`src/rtl/vliw_regfile_write_arbiter_if.sv`:
```
// Bundle of Writeback lane writes, regfile read-forwarding ports and the
// shared regfile write port handled by vliw_regfile_write_arbiter.
interface vliw_regfile_write_arbiter_if #(
  parameter int XLEN = 64
);
  logic            FlushW;
  logic            we0;
  logic            we1;
  logic [4:0]      a0;
  logic [4:0]      a1;
  logic [XLEN-1:0] wd0;
  logic [XLEN-1:0] wd1;
  logic [4:0]      ra  [4];
  logic [XLEN-1:0] rrf [4];
  logic [XLEN-1:0] rd  [4];
  logic            we3;
  logic [4:0]      a3;
  logic [XLEN-1:0] wd3;
  logic            ArbStallW;
  logic            Pending;

  // Writeback/hazard side: presents lane writes and raw read data.
  modport master (
    output FlushW, we0, we1, a0, a1, wd0, wd1, ra, rrf,
    input  rd, we3, a3, wd3, ArbStallW, Pending
  );

  // Arbiter side.
  modport slave (
    input  FlushW, we0, we1, a0, a1, wd0, wd1, ra, rrf,
    output rd, we3, a3, wd3, ArbStallW, Pending
  );
endinterface

```
`src/rtl/vliw_regfile_write_arbiter.sv`:
```
// Shares the single regfile write port between the two IEU lanes of a VLIW
// bundle. Lane 0 is older than lane 1. One write per cycle reaches the
// regfile; any extra accepted write waits in a small in-order FIFO whose
// contents are forwarded to the read ports until they retire.
module vliw_regfile_write_arbiter #(
  parameter int XLEN  = 64,
  parameter int DEPTH = 2
) (
  input logic                         clk,
  input logic                         reset,
  vliw_regfile_write_arbiter_if.slave rfIf
);

  localparam int PW = (DEPTH > 1) ? $clog2(DEPTH) : 1;
  localparam int CW = $clog2(DEPTH + 1);

  logic [4:0]      fifoA [DEPTH];
  logic [XLEN-1:0] fifoD [DEPTH];
  logic [PW-1:0]   headPtr;
  logic [PW-1:0]   tailPtr;
  logic [PW-1:0]   tailPtrInc;
  logic [CW-1:0]   count;
  logic [PW-1:0]   ageIdx [DEPTH];

  logic            stall;
  logic            fifoRetire;
  logic            lane0Ok;
  logic            lane1Ok;
  logic            push0;
  logic            push1;
  logic [4:0]      push0A;
  logic [4:0]      push1A;
  logic [XLEN-1:0] push0D;
  logic [XLEN-1:0] push1D;
  logic            we3Next;
  logic [4:0]      a3Next;
  logic [XLEN-1:0] wd3Next;
  logic [XLEN-1:0] rdNext [4];

  function automatic logic [PW-1:0] ptrInc(input logic [PW-1:0] p);
    return (p == PW'(DEPTH - 1)) ? '0 : p + 1'b1;
  endfunction

  // Stall one entry before full: net growth is at most one per cycle.
  assign stall      = (count >= CW'(DEPTH - 1));
  // A non-empty FIFO always owns the write port; nothing retires in reset.
  assign fifoRetire = !reset && (count != '0);
  assign tailPtrInc = ptrInc(tailPtr);

  // Incoming filter: drop x0, ignore while stalled/flushed, coalesce a0==a1.
  always_comb begin
    // NOTE: every combinational output gets a default first so no path leaves it unassigned (no latch).
    lane0Ok = 1'b0;
    lane1Ok = 1'b0;
    if (!reset && !stall && !rfIf.FlushW) begin
      lane0Ok = rfIf.we0 && (rfIf.a0 != 5'd0);
      lane1Ok = rfIf.we1 && (rfIf.a1 != 5'd0);
      if (lane0Ok && lane1Ok && (rfIf.a0 == rfIf.a1)) lane0Ok = 1'b0;
    end
  end

  // Port selection (FIFO head, lane 0, lane 1) and push of the leftovers.
  always_comb begin
    we3Next = 1'b0;
    a3Next  = '0;
    wd3Next = '0;
    push0   = 1'b0;
    push1   = 1'b0;
    push0A  = rfIf.a1;
    push0D  = rfIf.wd1;
    push1A  = rfIf.a1;
    push1D  = rfIf.wd1;
    if (fifoRetire) begin
      we3Next = 1'b1;
      a3Next  = fifoA[headPtr];
      wd3Next = fifoD[headPtr];
      if (lane0Ok) begin
        push0  = 1'b1;
        push0A = rfIf.a0;
        push0D = rfIf.wd0;
        push1  = lane1Ok;
      end else begin
        push0  = lane1Ok;
      end
    end else if (lane0Ok) begin
      we3Next = 1'b1;
      a3Next  = rfIf.a0;
      wd3Next = rfIf.wd0;
      push0   = lane1Ok;
    end else if (lane1Ok) begin
      we3Next = 1'b1;
      a3Next  = rfIf.a1;
      wd3Next = rfIf.wd1;
    end
  end

  // Physical slot of the i-th oldest FIFO entry.
  always_comb begin
    for (int i = 0; i < DEPTH; i++) begin
      if (int'(headPtr) + i >= DEPTH) ageIdx[i] = PW'(int'(headPtr) + i - DEPTH);
      else                            ageIdx[i] = PW'(int'(headPtr) + i);
    end
  end

  // Read forwarding: youngest live, non-retiring FIFO match wins over rrf.
  always_comb begin
    for (int k = 0; k < 4; k++) begin
      rdNext[k] = rfIf.rrf[k];
      for (int i = 0; i < DEPTH; i++) begin
        if ((CW'(i) < count) && !((i == 0) && fifoRetire) &&
            (fifoA[ageIdx[i]] == rfIf.ra[k]))
          rdNext[k] = fifoD[ageIdx[i]];
      end
      if (rfIf.ra[k] == 5'd0) rdNext[k] = '0;
    end
  end

  // Pointer and occupancy update.
  always_ff @(posedge clk) begin
    // NOTE: sequential state uses non-blocking assignments so every flop samples pre-edge values.
    if (reset) begin
      headPtr <= '0;
      tailPtr <= '0;
      count   <= '0;
    end else begin
      if (fifoRetire) headPtr <= ptrInc(headPtr);
      if (push1)      tailPtr <= ptrInc(tailPtrInc);
      else if (push0) tailPtr <= tailPtrInc;
      count <= count + CW'(push0) + CW'(push1) - CW'(fifoRetire);
    end
  end

  // FIFO payload writes at the tail.
  always_ff @(posedge clk) begin
    // NOTE: payload storage has no reset; count and pointers alone decide which entries are live.
    if (push0) begin
      fifoA[tailPtr] <= push0A;
      fifoD[tailPtr] <= push0D;
    end
    if (push1) begin
      fifoA[tailPtrInc] <= push1A;
      fifoD[tailPtrInc] <= push1D;
    end
  end

  assign rfIf.we3       = we3Next;
  assign rfIf.a3        = a3Next;
  assign rfIf.wd3       = wd3Next;
  assign rfIf.rd        = rdNext;
  assign rfIf.ArbStallW = stall;
  assign rfIf.Pending   = (count != '0);

endmodule

```
`src/flat_wrapper.sv`:
```
// flat-port wrapper written by rule: the top's interface ports become plain ports
module vliw_regfile_write_arbiter_flat 
#(
  parameter int XLEN  = 64,
  parameter int DEPTH = 2
)
  (clk, reset, rfIf_FlushW, rfIf_we0, rfIf_we1, rfIf_a0, rfIf_a1, rfIf_wd0, rfIf_wd1, rfIf_ra, rfIf_rrf, rfIf_rd, rfIf_we3, rfIf_a3, rfIf_wd3, rfIf_ArbStallW, rfIf_Pending);
  vliw_regfile_write_arbiter_if #(.XLEN(XLEN)) rfIf_i ();
  input logic clk;
  input logic reset;
  input wire logic [$bits(rfIf_i.FlushW)-1:0] rfIf_FlushW;
  input wire logic [$bits(rfIf_i.we0)-1:0] rfIf_we0;
  input wire logic [$bits(rfIf_i.we1)-1:0] rfIf_we1;
  input wire logic [$bits(rfIf_i.a0)-1:0] rfIf_a0;
  input wire logic [$bits(rfIf_i.a1)-1:0] rfIf_a1;
  input wire logic [$bits(rfIf_i.wd0)-1:0] rfIf_wd0;
  input wire logic [$bits(rfIf_i.wd1)-1:0] rfIf_wd1;
  input wire logic [$bits(rfIf_i.ra)-1:0] rfIf_ra;
  input wire logic [$bits(rfIf_i.rrf)-1:0] rfIf_rrf;
  output wire logic [$bits(rfIf_i.rd)-1:0] rfIf_rd;
  output wire logic [$bits(rfIf_i.we3)-1:0] rfIf_we3;
  output wire logic [$bits(rfIf_i.a3)-1:0] rfIf_a3;
  output wire logic [$bits(rfIf_i.wd3)-1:0] rfIf_wd3;
  output wire logic [$bits(rfIf_i.ArbStallW)-1:0] rfIf_ArbStallW;
  output wire logic [$bits(rfIf_i.Pending)-1:0] rfIf_Pending;
  assign rfIf_i.FlushW = rfIf_FlushW;
  assign rfIf_i.we0 = rfIf_we0;
  assign rfIf_i.we1 = rfIf_we1;
  assign rfIf_i.a0 = rfIf_a0;
  assign rfIf_i.a1 = rfIf_a1;
  assign rfIf_i.wd0 = rfIf_wd0;
  assign rfIf_i.wd1 = rfIf_wd1;
  assign rfIf_i.ra = {>>{rfIf_ra}};
  assign rfIf_i.rrf = {>>{rfIf_rrf}};
  assign rfIf_rd = {>>{rfIf_i.rd}};
  assign rfIf_we3 = rfIf_i.we3;
  assign rfIf_a3 = rfIf_i.a3;
  assign rfIf_wd3 = rfIf_i.wd3;
  assign rfIf_ArbStallW = rfIf_i.ArbStallW;
  assign rfIf_Pending = rfIf_i.Pending;
  vliw_regfile_write_arbiter #(.XLEN(XLEN), .DEPTH(DEPTH)) u_core (.clk(clk), .reset(reset), .rfIf(rfIf_i));
endmodule
```
`config.mk`:
```
export PLATFORM = sky130hd
export DESIGN_NAME = vliw_regfile_write_arbiter_flat
export DESIGN_NICKNAME = d
export VERILOG_FILES = /design/src/rtl/vliw_regfile_write_arbiter_if.sv /design/src/rtl/vliw_regfile_write_arbiter.sv /design/src/flat_wrapper.sv
export SDC_FILE = /design/constraint.sdc
export NUM_CORES = 1
export LEC_CHECK = 0
export CORE_AREA = 2 2 288 290
export CTS_CLUSTER_DIAMETER = 150
export DETAILED_ROUTE_END_ITERATION = 8
export DIE_AREA = 0 0 290 292
export DONT_BUFFER_PORTS = 1
export GPL_TIMING_DRIVEN = 1
export HOLD_SLACK_MARGIN = 0.06
export PLACE_DENSITY_LB_ADDON = 0.12
export SYNTH_ARGS = -nofsm -noshare
export SYNTH_HDL_FRONTEND = slang
export SYNTH_SLANG_ARGS = --single-unit
```
`constraint.sdc`:
```
create_clock -name clk -period 7.05 [get_ports clk]
set_input_delay 1.0575 -clock clk [delete_from_list [all_inputs] [get_ports clk]]
set_output_delay 1.0575 -clock clk [all_outputs]
set_load 0.05 [all_outputs]
```
==> metrics.md <==
| Metric | Value |
|---|---|
| Status | completed |
| Post-DP Area | 14400 um2 |
| Netlist cell types | 34 |
| Deepest clock path buffer count | 2 |
| Worst vdd ir | around 180 uV |
| Min cycle time layout | between 5 and 6 ns |
| Util after Layout | 0.184 |
| Clk slew on worst S/H paths | 0.07 ns |
| Gr usage total | 0.197 |
| EDFF count, synth | 138 |
| Row cnt | approximately 110 |
| Slowest CP cell | and3_4 |
| Vias in the first global route | around 15000 |
| Mapped Cells | around 1700 |
| I/O pin count | roughly 750 |
| # Post-CTS Setup Buffers | 0 |
| Final setup skew | about 0.014 ns |
| MaxCap Viol Count | 0 |
| Worst hold start | u_core.tailPtr |
| Pin count of the biggest net entering global routing | 75 |
| DRT Wirelength | just under 90000 um |
| Port buffer count | 0 |
| Fillcell total | slightly above 9000 |
| R2r startpoint | u_core.count[1] |
| Die Span Y | 292 um |
| # DRC | 0 |
| Period utilisation layout | 0.809 |
| Main synth FF type | edfxtp_1 |
| Met1 Use GR | 0.234 |
| Drt first pass iters | 8 |
| CP startpoint kind | flop |
| Vias | 15000 |
| HPWL after detailed placement | between 60000 and 70000 um |
| CTS H-tree lvls | 4 |
| Area of the core | 81600 um2 |
| Final TNS setup | 0 ns |
| Area leader, netlist | edfxtp_1 |
| Avg WL per Cell | between 30 and 40 um |
| Mapped cell area | 13700 um2 |
| Worst path required time | about 6.0 ns |
| Synth-to-Final Area Change | 9.81% |
| Mapped Nets | about 2100 |
| DIE AREA | ~85000 um2 |
| RSZ-0062 raised after global routing | false |
| Worst setup path category | reg -> out |
| Routed Antenna Nets | 0 |
| Post-synth ARST share | 0 |
| Met3 GRT Util | 0.0613 |
| Met2 usage | 0.330 |
| Worst slack, placed | 1.89 ns |
| Hold_buf cts | 0 |
| Critical Path End Type | primary output |
| Routability Congestion | 0.913 |
| Layout net count | about 1900 |
| Share of cells above drive strength 1 | 0.134 |
| Clk_lat worst skew | roughly 0.46 ns |
| Fmax | about 180 MHz |
| Clk sink count | 143 |
| Area contributors post-synth | edfxtp_1 (30%), o221ai_1 (21%), nand2_1 (13%) |
| Hold Fails Final Rpt | 0 |
| Slew at the pin closest to its max-slew limit | 1.44 ns |
| Crit-path max cell delay | approximately 1.1 ns |
| Worst Path Arrival | about 4.7 ns |
| Fin area | 15000 um2 |
| Synth top area share | 0.303 |
| First DRT Iteration DRCs | approximately 1600 |
| Max FO, Critical Path | 64 |
| FF+latch count, synth | approximately 140 |
| Slew HR | 0.0415 |
| Yosys warns | 0 |
| GRT busiest layer | met2 |
| Worst setup margin | 1.35 ns |
| First-pass GRT wire length | 120000 um |
| Leak | between 3 and 4 nW |
| TritonCTS clock tree | built |
| Clock root cell | clkbuf_16 |
| Most frequent cell after synthesis | nand2_1 |
| Number of buffers created by CTS | 17 |
| Final Slew Violations | 0 |
| Pwr/cell area | slightly above 300 nW/um2 |
| GRT Residual Overflow | 0 |
| Starting density of the core | 0.168 |
| CP Cell Sequence | or2_2 > and2_4 > and3_4 > o221ai_1 > a21oi_1 |
| Seq/Total Area, Yosys | 0.310 |
| Horiz. Die Dim | 290 um |
| CTS resizes | 0 |
| Final setup violation count | 0 |
| Most common library cells after synthesis | nand2_1 (465), o221ai_1 (325), a21oi_1 (256), clkbuf_1 (176), edfxtp_1 (138) |
| Vias per Instance | 5.75 |
| Post-synthesis area per instance | 8.14 um2 |
| Hold crit path type | reg -> reg |
| Initial antenna violation count | 4 |
| Critical Path Source | u_core.count[1] |
-- worst paths after layout --
check                                           end  slack (ns)  cells after the start
worst max-delay path                   rfIf_rd[104]        1.35                      5
worst max register to register  u_core.fifoD[1][26]        3.38                      6
worst min register to register       u_core.tailPtr        0.65                      2
worst min-delay path                 u_core.tailPtr        0.65                      2
-- through the flow --
step                instances  hold WS [ns]  power, W
global route             2598         0.605   0.00488
CTS                      2595         0.586   0.00474
floorplan                1683         0.554   0.00311
detailed placement       2563         0.629   0.00377
global placement         2563         0.627   0.00378
finish                   2599         0.646   0.00468
-- where the power goes --
part	leakage, nW	internal (W)	switching [W]	total (W)
Sequential	1.28	0.000949	0.000104	0.00105
Clock	0.279	0.000540	0.000385	0.000924
Combinational	2.40	0.000596	0.00211	0.00271
-- critical path, delay by kind of cell (launching register included) --
family | cells | cell delay, ns
AND/OR/NAND/NOR | 3 | 2.14
AO/OA/AOI/OAI | 2 | 1.31
flip-flops | 1 | 0.63
-- layout make-up --
class	count	area, um2	share of cell area
antenna	4	10.0	0.000666
sequential	143	4250	0.283
clock buffer	20	457	0.0304
timing repair buffer	66	512	0.0340
multi-input combinational	1283	8330	0.554
clock inverter	12	131	0.00874
inverter	1	3.75	0.000250
tap	1070	1340	0.0890
-- layer usage --
metal	wire (um)	up-vias	share of wire
met5	0	-	0
met4	3210	0	0.037
met3	7920	224	0.090
met2	42100	1107	0.48
met1	34300	7548	0.39
li1	-	6076	-
-- cells in the final DEF (no fill, tap or decap), types with 5 or more instances in the layout --
cell type / count
xor2_1: 9
o221ai_1: 324
nand2_1: 460
mux2i_1: 67
clkbuf_16: 17
buf_4: 64
nand2_4: 5
edfxtp_1: 138
mux2_2: 64
and3_4: 5
nor2_4: 5
or4_1: 6
nor4_2: 7
xnor2_1: 39
a21oi_1: 254
-- cell families after synthesis --
kind of cell,synth area share
AO/OA/AOI/OAI,0.304
XOR/XNOR,0.0307
multiplexers,0.111
AND/OR/NAND/NOR,0.151
buffers and inverters,0.0924
adder cells (fa/ha/maj),0.00146
other,0.000274
flip-flops,0.310
-- flip-flops by register name, summed over array words and instances, names as in the netlist, named ones only --
register	count
u_core.fifoD	128
u_core.fifoA	10
u_core.count	2
u_core.headPtr	1
u_core.tailPtr	1
Note: power is estimated with default switching activity, not from simulation.
